[src/rtl/nop_gearbox_pkg.sv]
// Shared types and width helpers for the flit <-> lane gearbox.
package nop_gearbox_pkg;

  typedef enum logic {StIdle, StSend} ser_state_e;

  // Beat counter width: at least one bit, even for RATIO of 1 or 2.
  function automatic int unsigned cnt_width(int unsigned ratio);
    return (ratio > 2) ? $clog2(ratio) : 1;
  endfunction

  function automatic int unsigned lane_width(int unsigned data_width, int unsigned ratio);
    return data_width / ratio;
  endfunction

  // Left-shift that brings beat `beat` into the top LANE_WIDTH bits of a flit.
  function automatic int unsigned beat_shift(int unsigned beat, int unsigned lane_w);
    return beat * lane_w;
  endfunction

endpackage

[src/rtl/gearbox_des.sv]
// Lane-to-flit deserialiser: RATIO lane beats, MSB first, into one registered flit.
module gearbox_des
  import nop_gearbox_pkg::*;
#(
  parameter int unsigned DATA_WIDTH = 130,
  parameter int unsigned RATIO      = 2,
  localparam int unsigned LANE_WIDTH = lane_width(DATA_WIDTH, RATIO),
  localparam int unsigned CNT_W      = cnt_width(RATIO)
) (
  input  logic                  CDCLK,
  input  logic                  CDRESETn,
  input  logic                  sync_clr,
  input  logic [LANE_WIDTH-1:0] lane_data,
  input  logic                  lane_valid,
  output logic                  lane_ready,
  output logic [DATA_WIDTH-1:0] out_data,
  output logic                  out_valid,
  input  logic                  out_ready,
  output logic [CNT_W-1:0]      rx_cnt
);

  localparam logic [CNT_W-1:0] LastCnt = CNT_W'(RATIO - 1);

  logic [CNT_W-1:0]      rx_cnt_q;
  logic [DATA_WIDTH-1:0] rx_shift_q;
  logic [DATA_WIDTH-1:0] rx_next;
  logic [DATA_WIDTH-1:0] out_data_q;
  logic                  out_valid_q;
  logic                  last_beat;
  logic                  accept;

  // Older beats fall off the top, so no clear is needed between flits.
  assign rx_next    = (rx_shift_q << LANE_WIDTH) | DATA_WIDTH'(lane_data);
  assign last_beat  = (rx_cnt_q == LastCnt);
  assign lane_ready = ~sync_clr & (~last_beat | ~out_valid_q | out_ready);
  assign accept     = lane_valid & lane_ready;

  assign out_data  = out_data_q;
  assign out_valid = out_valid_q;
  assign rx_cnt    = rx_cnt_q;

  always_ff @(posedge CDCLK or negedge CDRESETn) begin
    if (!CDRESETn) begin
      rx_cnt_q    <= '0;
      rx_shift_q  <= '0;
      out_data_q  <= '0;
      out_valid_q <= 1'b0;
    end else begin
      if (out_valid_q && out_ready) begin
        out_valid_q <= 1'b0;
      end
      if (sync_clr) begin
        rx_cnt_q <= '0;
      end else if (accept) begin
        rx_shift_q <= rx_next;
        if (last_beat) begin
          out_data_q  <= rx_next;
          out_valid_q <= 1'b1;
          rx_cnt_q    <= '0;
        end else begin
          rx_cnt_q <= rx_cnt_q + CNT_W'(1);
        end
      end
    end
  end

endmodule

[src/rtl/gearbox_ser.sv]
// Flit-to-lane serialiser: one wide flit out as RATIO lane beats, MSB slice first.
module gearbox_ser
  import nop_gearbox_pkg::*;
#(
  parameter int unsigned DATA_WIDTH = 130,
  parameter int unsigned RATIO      = 2,
  localparam int unsigned LANE_WIDTH = lane_width(DATA_WIDTH, RATIO),
  localparam int unsigned CNT_W      = cnt_width(RATIO)
) (
  input  logic                  CDCLK,
  input  logic                  CDRESETn,
  input  logic                  sync_clr,
  input  logic [DATA_WIDTH-1:0] in_data,
  input  logic                  in_valid,
  output logic                  in_ready,
  output logic [LANE_WIDTH-1:0] lane_data,
  output logic                  lane_valid,
  input  logic                  lane_ready,
  output logic                  busy
);

  localparam logic [CNT_W-1:0] LastCnt = CNT_W'(RATIO - 1);

  ser_state_e            state_q;
  logic [CNT_W-1:0]      tx_cnt_q;
  logic [DATA_WIDTH-1:0] tx_hold_q;
  logic [DATA_WIDTH-1:0] tx_shifted;
  logic                  last_beat;
  logic                  beat_hs;
  logic                  accept;

  assign busy       = (state_q == StSend);
  assign lane_valid = busy;
  assign last_beat  = (tx_cnt_q == LastCnt);
  assign beat_hs    = busy & lane_ready;
  // A new flit may load on the cycle its predecessor's last beat leaves.
  assign in_ready   = ~sync_clr & (~busy | (lane_ready & last_beat));
  assign accept     = in_valid & in_ready;

  assign tx_shifted = tx_hold_q << beat_shift(32'(tx_cnt_q), LANE_WIDTH);
  assign lane_data  = tx_shifted[DATA_WIDTH-1 -: LANE_WIDTH];

  always_ff @(posedge CDCLK or negedge CDRESETn) begin
    if (!CDRESETn) begin
      state_q   <= StIdle;
      tx_cnt_q  <= '0;
      tx_hold_q <= '0;
    end else if (sync_clr) begin
      state_q  <= StIdle;
      tx_cnt_q <= '0;
    end else if (accept) begin
      tx_hold_q <= in_data;
      tx_cnt_q  <= '0;
      state_q   <= StSend;
    end else if (beat_hs) begin
      if (last_beat) begin
        state_q  <= StIdle;
        tx_cnt_q <= '0;
      end else begin
        tx_cnt_q <= tx_cnt_q + CNT_W'(1);
      end
    end
  end

endmodule

[src/rtl/nop_gearbox.sv]
// Wide flit <-> narrow lane gearbox in the CDCLK domain; SYNC_CLR fan-out and status only.
module nop_gearbox
  import nop_gearbox_pkg::*;
#(
  parameter int unsigned DATA_WIDTH = 130,
  parameter int unsigned RATIO      = 2,
  localparam int unsigned LANE_WIDTH = lane_width(DATA_WIDTH, RATIO),
  localparam int unsigned CNT_W      = cnt_width(RATIO)
) (
  input  logic                  CDCLK,
  input  logic                  CDRESETn,
  input  logic                  SYNC_CLR,
  input  logic [DATA_WIDTH-1:0] INDATA,
  input  logic                  INVALID,
  output logic                  INREADY,
  output logic [LANE_WIDTH-1:0] CPODATA,
  output logic                  CPOVALID,
  input  logic                  CPOREADY,
  input  logic [LANE_WIDTH-1:0] CPIDATA,
  input  logic                  CPIVALID,
  output logic                  CPIREADY,
  output logic [DATA_WIDTH-1:0] OUTDATA,
  output logic                  OUTVALID,
  input  logic                  OUTREADY,
  output logic                  TX_BUSY,
  output logic [CNT_W-1:0]      RX_CNT
);

  if ((RATIO == 0) || ((DATA_WIDTH % RATIO) != 0)) begin : g_bad_ratio
    $error("nop_gearbox: DATA_WIDTH must be a non-zero multiple of RATIO");
  end

  gearbox_ser #(
    .DATA_WIDTH (DATA_WIDTH),
    .RATIO      (RATIO)
  ) u_ser (
    .CDCLK      (CDCLK),
    .CDRESETn   (CDRESETn),
    .sync_clr   (SYNC_CLR),
    .in_data    (INDATA),
    .in_valid   (INVALID),
    .in_ready   (INREADY),
    .lane_data  (CPODATA),
    .lane_valid (CPOVALID),
    .lane_ready (CPOREADY),
    .busy       (TX_BUSY)
  );

  gearbox_des #(
    .DATA_WIDTH (DATA_WIDTH),
    .RATIO      (RATIO)
  ) u_des (
    .CDCLK      (CDCLK),
    .CDRESETn   (CDRESETn),
    .sync_clr   (SYNC_CLR),
    .lane_data  (CPIDATA),
    .lane_valid (CPIVALID),
    .lane_ready (CPIREADY),
    .out_data   (OUTDATA),
    .out_valid  (OUTVALID),
    .out_ready  (OUTREADY),
    .rx_cnt     (RX_CNT)
  );

endmodule
[config.mk]
export PLATFORM = sky130hd
export DESIGN_NAME = nop_gearbox
export DESIGN_NICKNAME = d
export VERILOG_FILES = /design/src/rtl/nop_gearbox_pkg.sv /design/src/rtl/gearbox_des.sv /design/src/rtl/gearbox_ser.sv /design/src/rtl/nop_gearbox.sv
export SDC_FILE = /design/constraint.sdc
export NUM_CORES = 1
export LEC_CHECK = 0
export BUFFER_PORTS_ARGS = -buffer_cell sky130_fd_sc_hd__buf_2
export CORE_UTILIZATION = 47
export DETAILED_ROUTE_END_ITERATION = 12
export GPL_TIMING_DRIVEN = 0
export PLACE_DENSITY = 0.85
export SLEW_MARGIN = 15
export SYNTH_ARGS = -nofsm -noshare
export SYNTH_HDL_FRONTEND = slang
export SYNTH_HIERARCHICAL = 1
export SYNTH_SLANG_ARGS = --single-unit
[constraint.sdc]
create_clock -name CDCLK -period 1.7 [get_ports CDCLK]
set_input_delay 0.085 -clock CDCLK [delete_from_list [all_inputs] [get_ports CDCLK]]
set_output_delay 0.085 -clock CDCLK [all_outputs]
set_load 0.005 [all_outputs]
# After elaboration in Yosys (flattened, before gate mapping)
# Cells that the tools add are included.
[totals] ff_bits=329 in_bits=202 output_inout_bits=201 word_cells=48
[classes] add_sub_neg=2 n_mul=1 shift=1 n_mux=15 n_bitwise=14 reduce_logical=8
[ops] op="$or 130x65->130" count=1
[ops] op="$shl 130x8->130" count=1
[ops] op="$mux 1" count=15
[ops] op="$mul 1x7->8 const B" count=1
[ops] op="$and 1x1->1" count=6
[ops] op="$reduce_and 2->1" count=3
[ops] op="$reduce_bool 3->1" count=2
[ops] op="$not 1->1" count=4
[ops] op="$or 1x1->1" count=3
[ops] op="$reduce_and 3->1" count=1
[ops] op="$add 1x1->1 const B" count=2
[ops] op="$reduce_bool 2->1" count=1
[ops] op="$logic_and 1x1->1" count=1

# Depth between registers and ports, before layout
[logic_depth] word_depth=7 ltp_mapped=6 mapped_depth_nobuf=3

# Hierarchy
# The synthesis kept the hierarchy.
[by_module_without_submodules] mod="gearbox_des" instances=1 cells_each=422 area_each_um2=7721.2 seq_area_each_um2=4929.7
[by_module_without_submodules] mod="gearbox_ser" instances=1 cells_each=359 area_each_um2=6005.8 seq_area_each_um2=3303.2

# Least setup slack after synthesis
# No wires, ideal clock.
[synth_path] path_type="register -> register" startpoint="register u_ser.state_q (netlist: u_ser/busy)" endpoint="register u_ser.tx_hold_q[31]" setup_time_ps=127 arrival_ps=1513 required_time_ps=1573 path_slack_ps=59 stages_incl_launch_ff=6 n_path_buf=2 period_less_slack_ps=1641 cell_sequence="dfrtp_1 a21boi_2 nor3b_2 buf_6 buf_8 mux2_1"
[synth_via] elab_chain_cells=5
[synth_lines] item="from (decl)" line="gearbox_ser.sv:24" text="ser_state_e state_q;"
[synth_lines] item="from (signal assigned)" line="gearbox_ser.sv:45" text="state_q <= StIdle;"
[synth_lines] item="from (signal assigned)" line="gearbox_ser.sv:49" text="state_q <= StIdle;"
[synth_lines] item="from (signal assigned)" line="gearbox_ser.sv:54" text="state_q <= StSend;"
[synth_lines] item="$not 1->1" line="gearbox_ser.sv:37" text="assign in_ready = ~sync_clr & (~busy | (lane_ready & last_beat));"
[synth_lines] item="$or 1x1->1" line="gearbox_ser.sv:37"
[synth_lines] item="$and 1x1->1" line="gearbox_ser.sv:37"
[synth_lines] item="$and 1x1->1" line="gearbox_ser.sv:38" text="assign accept = in_valid & in_ready;"
[synth_lines] item="$reduce_and 2->1 (no line)"
[synth_lines] item="to (signal assigned)" line="gearbox_ser.sv:52" text="tx_hold_q <= in_data;"
[synth_lines] item="to (decl)" line="gearbox_ser.sv:26" text="logic [DATA_WIDTH-1:0] tx_hold_q;"
# No other way between the ends.
# A chain may end at the register's enable or synchronous reset.

# Worst setup path after layout
[layout_path] startpoint="register u_ser.tx_cnt_q (netlist: u_ser/last_beat)" endpoint="register u_ser.tx_hold_q[27]"
[layout_via] elab_chain_cells=5
[layout_lines] item="from (decl)" line="gearbox_ser.sv:25" text="logic [CNT_W-1:0] tx_cnt_q;"
[layout_lines] item="from (signal assigned)" line="gearbox_ser.sv:60" text="tx_cnt_q <= tx_cnt_q + CNT_W'(1);"
[layout_lines] item="$and 1x1->1" line="gearbox_ser.sv:37"
[layout_lines] item="$or 1x1->1" line="gearbox_ser.sv:37"
[layout_lines] item="$and 1x1->1" line="gearbox_ser.sv:37"
[layout_lines] item="$and 1x1->1" line="gearbox_ser.sv:38"
[layout_lines] item="$reduce_and 2->1 (no line)"
# No other way between the ends.

==> impl_metrics.json <==
{
  "yosys.area.top_type": "dfrtp_1",
  "crit_chain": "buf_6, buf_6, a21boi_4, nor3b_4, buf_6, buf_12, buf_12, buf_16, mux2_4",
  "first_global_vias": 11154,
  "power_density_nw_per_um2": 1238,
  "layoutNonFillerInstCount": 1865,
  "cts_buffers": 36,
  "vias_per_cell": 5.308,
  "vias": 9899,
  "irDropWorstVdd_mv": 0.9980,
  "h-tree-depth": 2,
  "max-cap-violations": 0,
  "power.leakage_nw": 10.06,
  "grt_max_degree": 108,
  "io_pins": 403,
  "grt_pass1_wl_um": 66740,
  "period_needed_ns": 1.928,
  "grt_usage_pct": 29.12,
  "clk_path_buf_depth": 3,
  "dp_slack_ns": -0.1405,
  "synth-seq-area-share_pct": 59.98,
  "grt-ovfl-total": 0,
  "cts.sinks": 329,
  "gp_congestion": 0.8487,
  "rrSetupSlack_ns": -0.23,
  "clock_latency_ns": 0.51,
  "worstPathArrival_ns": 2.31,
  "dp_cells": 1570,
  "crit_required_ns": 2.08,
  "syn_avg_cell_area_um2": 17.58,
  "synth_cell_types": 23,
  "failed_checks": "setup timing",
  "cp-end-kind": "flip-flop",
  "r2r_cells": 9,
  "core_area_um2": 28700,
  "drive_gt1_share_pct": 61.81,
  "path_clk_slew_ns": 0.06,
  "wire_per_inst_um": 24.66,
  "antenna_found_initial": 4,
  "synthCells": 781,
  "cts_root_buf": "clkbuf_16",
  "max_stage_delay_ns": 0.36,
  "multi_input_area_um2": 5310,
  "regToRegEndpoint": "u_ser/tx_hold_q[27]$_DFFE_PN0P_",
  "path_max_fanout": 5,
  "synth.most_common_cell": "dfrtp_1",
  "relSlewSlack_pct": 62.95,
  "p_sw_share_pct": 27.24,
  "fin_ws_ns": -0.2280,
  "place_area_um2": 16310,
  "die_w_um": 172.9,
  "hold_viol": 0,
  "fillers": 1655,
  "endpoint": "u_ser/tx_hold_q[27]$_DFFE_PN0P_",
  "reg2reg_from": "u_ser/last_beat$_DFFE_PN0P_",
  "synthTopCellsByCount": "dfrtp_1, mux2_2, mux2_4",
  "yosysWarningCount": 6,
  "start_kind": "flip-flop",
  "power_switching_mw": 6.952,
  "ant_nets": 0,
  "critPathTopFamily": "buffers and inverters",
  "p_comb_share_pct": 25.9,
  "p_int_mw": 18.57,
  "setup_violations": 197,
  "drc": 0,
  "start_util_pct": 47.82,
  "firstDrtPassIters": 4,
  "synth_edf_count": 0,
  "seq_area_um2": 8233,
  "slew_violations": 0,
  "postLayoutCellArea_um2": 20610,
  "row_count": 62,
  "tightest_slew_ns": 0.5557,
  "die_area_um2": 29890,
  "cts_tree": "built",
  "power_frac_seq_pct": 42.8,
  "cpMostUsedCell": "buf_6",
  "syn-num-nets": 983,
  "crit_slowest_cell": "dfrtp_1",
  "drt-total-wl_um": 45990,
  "crit_cells": 9,
  "hold_path.class": "primary input to asynchronous set/reset pin",
  "synth-main-ff-cell": "dfrtp_1",
  "dpl.hpwl_um": 24300,
  "worst-path-buf-inv": 6,
  "utilization_pct": 71.81,
  "layout.nets": 1655,
  "rsz0062_at_grt": "true",
  "startpoint": "u_ser/last_beat$_DFFE_PN0P_",
  "outcome": "complete, but fails checks",
  "yosys-top-cells-area": "dfrtp_1, mux2_2, mux2_4",
  "synth_area_um2": 13730,
  "fin_crit_sh_pct": 113.4,
  "drtIter0Drc": 638,
  "clock_power_share_pct": 31.3,
  "fin_skew_ns": 0.01410,
  "die_y_um": 172.9,
  "ys_async_sr_fraction_pct": 100.0,
  "max_freq_ghz": 0.5187,
  "io_buffers": 402,
  "path_class": "flip-flop to flip-flop",
  "synthDominantCellAreaShare_pct": 59.98,
  "syn2layout_area_growth_pct": 50.15,
  "synth_seq_cells": 329
}
cells in the final DEF (no fill, tap or decap), types with 2 or more instances in the layout:
master           n
nand2_1          2
buf_2          377
clkbuf_16       39
clkbuf_1         9
clkinvlp_4       2
dfrtp_1        329
buf_4            9
buf_12          19
buf_8            4
clkbuf_8        10
buf_6           53
buf_16           5
mux2_4         208
bufinv_16        3
diode_2          4
nor2_1           4
mux2_2         170
dlygate4sd3_1  203
bufbuf_16        4
mux2_1          12
final cells by class:
| class | count | area share [%] |
|---|---|---|
| clock inverters | 8 | 0.6556 |
| diodes | 4 | 0.04856 |
| multi-input cells | 407 | 25.76 |
| flip-flops and latches | 329 | 39.94 |
| well taps | 384 | 2.331 |
| inverters | 1 | 0.01821 |
| clock buffers | 54 | 5.136 |
| plain buffers | 42 | 2.768 |
| repair buffers | 636 | 23.34 |
per-stage QoR:
step / hold WS [ns] / power, mW / TNS [ns]
after CTS: 0.02533 / 24.76 / -18.55
after global routing: 0.06251 / 26.42 / -37.46
after global placement: 0.3016 / 15.72 / -1828.60
after detailed placement: -0.04612 / 16.01 / -9.287
final: 0.06690 / 25.52 / -29.15
after floorplan: -0.2106 / 13.45 / 0
what timing repair did:
item / in CTS / in global routing
cloned: 9 / 2
pin swaps: 0 / 1
hold buffers: 203 / 0
hold endpoints to repair: 497 / 0
setup buffers: 14 / 4
resized for setup: 95 / 60
endpoints found under the setup margin: 191 / 257
flip-flops by register name, indices dropped and copies added, names as in the netlist:
register          count
u_ser/tx_hold_q     130
u_ser/busy            1
u_des/rx_shift_q     65
u_ser/last_beat       1
u_des/rx_cnt          1
u_des/out_valid       1
u_des/out_data      130
worst min path at each step:
stage          startpoint                         endpoint  slack (ns)  cells past startpoint
3_5_place_dp     CDRESETn  u_ser/tx_hold_q[90]$_DFFE_PN0P_       -0.05                      1
5_1_grt          CDRESETn  u_ser/tx_hold_q[29]$_DFFE_PN0P_        0.06                      2
3_3_place_gp   INDATA[93]  u_ser/tx_hold_q[93]$_DFFE_PN0P_        0.30                      2
2_1_floorplan    CDRESETn    u_des/out_data[0]$_DFFE_PN0P_       -0.21                      0
4_1_cts          CDRESETn  u_ser/tx_hold_q[71]$_DFFE_PN0P_        0.03                      2
6_report         CDRESETn  u_ser/tx_hold_q[23]$_DFFE_PN0P_        0.07                      2
logic make-up after synthesis:
kind of cell           synth area share [%]
AOI/OAI and AO/OA                    0.2916
and+or+nand+nor                      0.4922
buffers and inverters                 3.099
muxes                                 36.14
DFF                                   59.98
worst reg2reg max path, cell delays in order (launching register included):
cell and delay [ns]:
dfrtp_1 0.36, buf_6 0.15, buf_6 0.11, a21boi_4 0.05, nor3b_4 0.28, buf_6 0.16
buf_12 0.14, buf_12 0.12, buf_16 0.12, mux2_4 0.32
power by group through the flow:
stage / combinational (mW) / sequential, mW / clock, mW
after global placement: 5.09 / 10.6 / 0
final: 6.62 / 10.9 / 7.98
after CTS: 6.06 / 10.7 / 8.02
after global routing: 6.95 / 11.1 / 8.41
after detailed placement: 5.27 / 10.7 / 0
after floorplan: 2.84 / 10.6 / 0
metal layers:
layer,GRT usage (%),wire length [um]
met5,0,0
met4,14.53,2635
met3,7.234,3540
met2,50.60,22890
met1,33.49,16930
No activity file was read; power rests on OpenSTA's default activity.
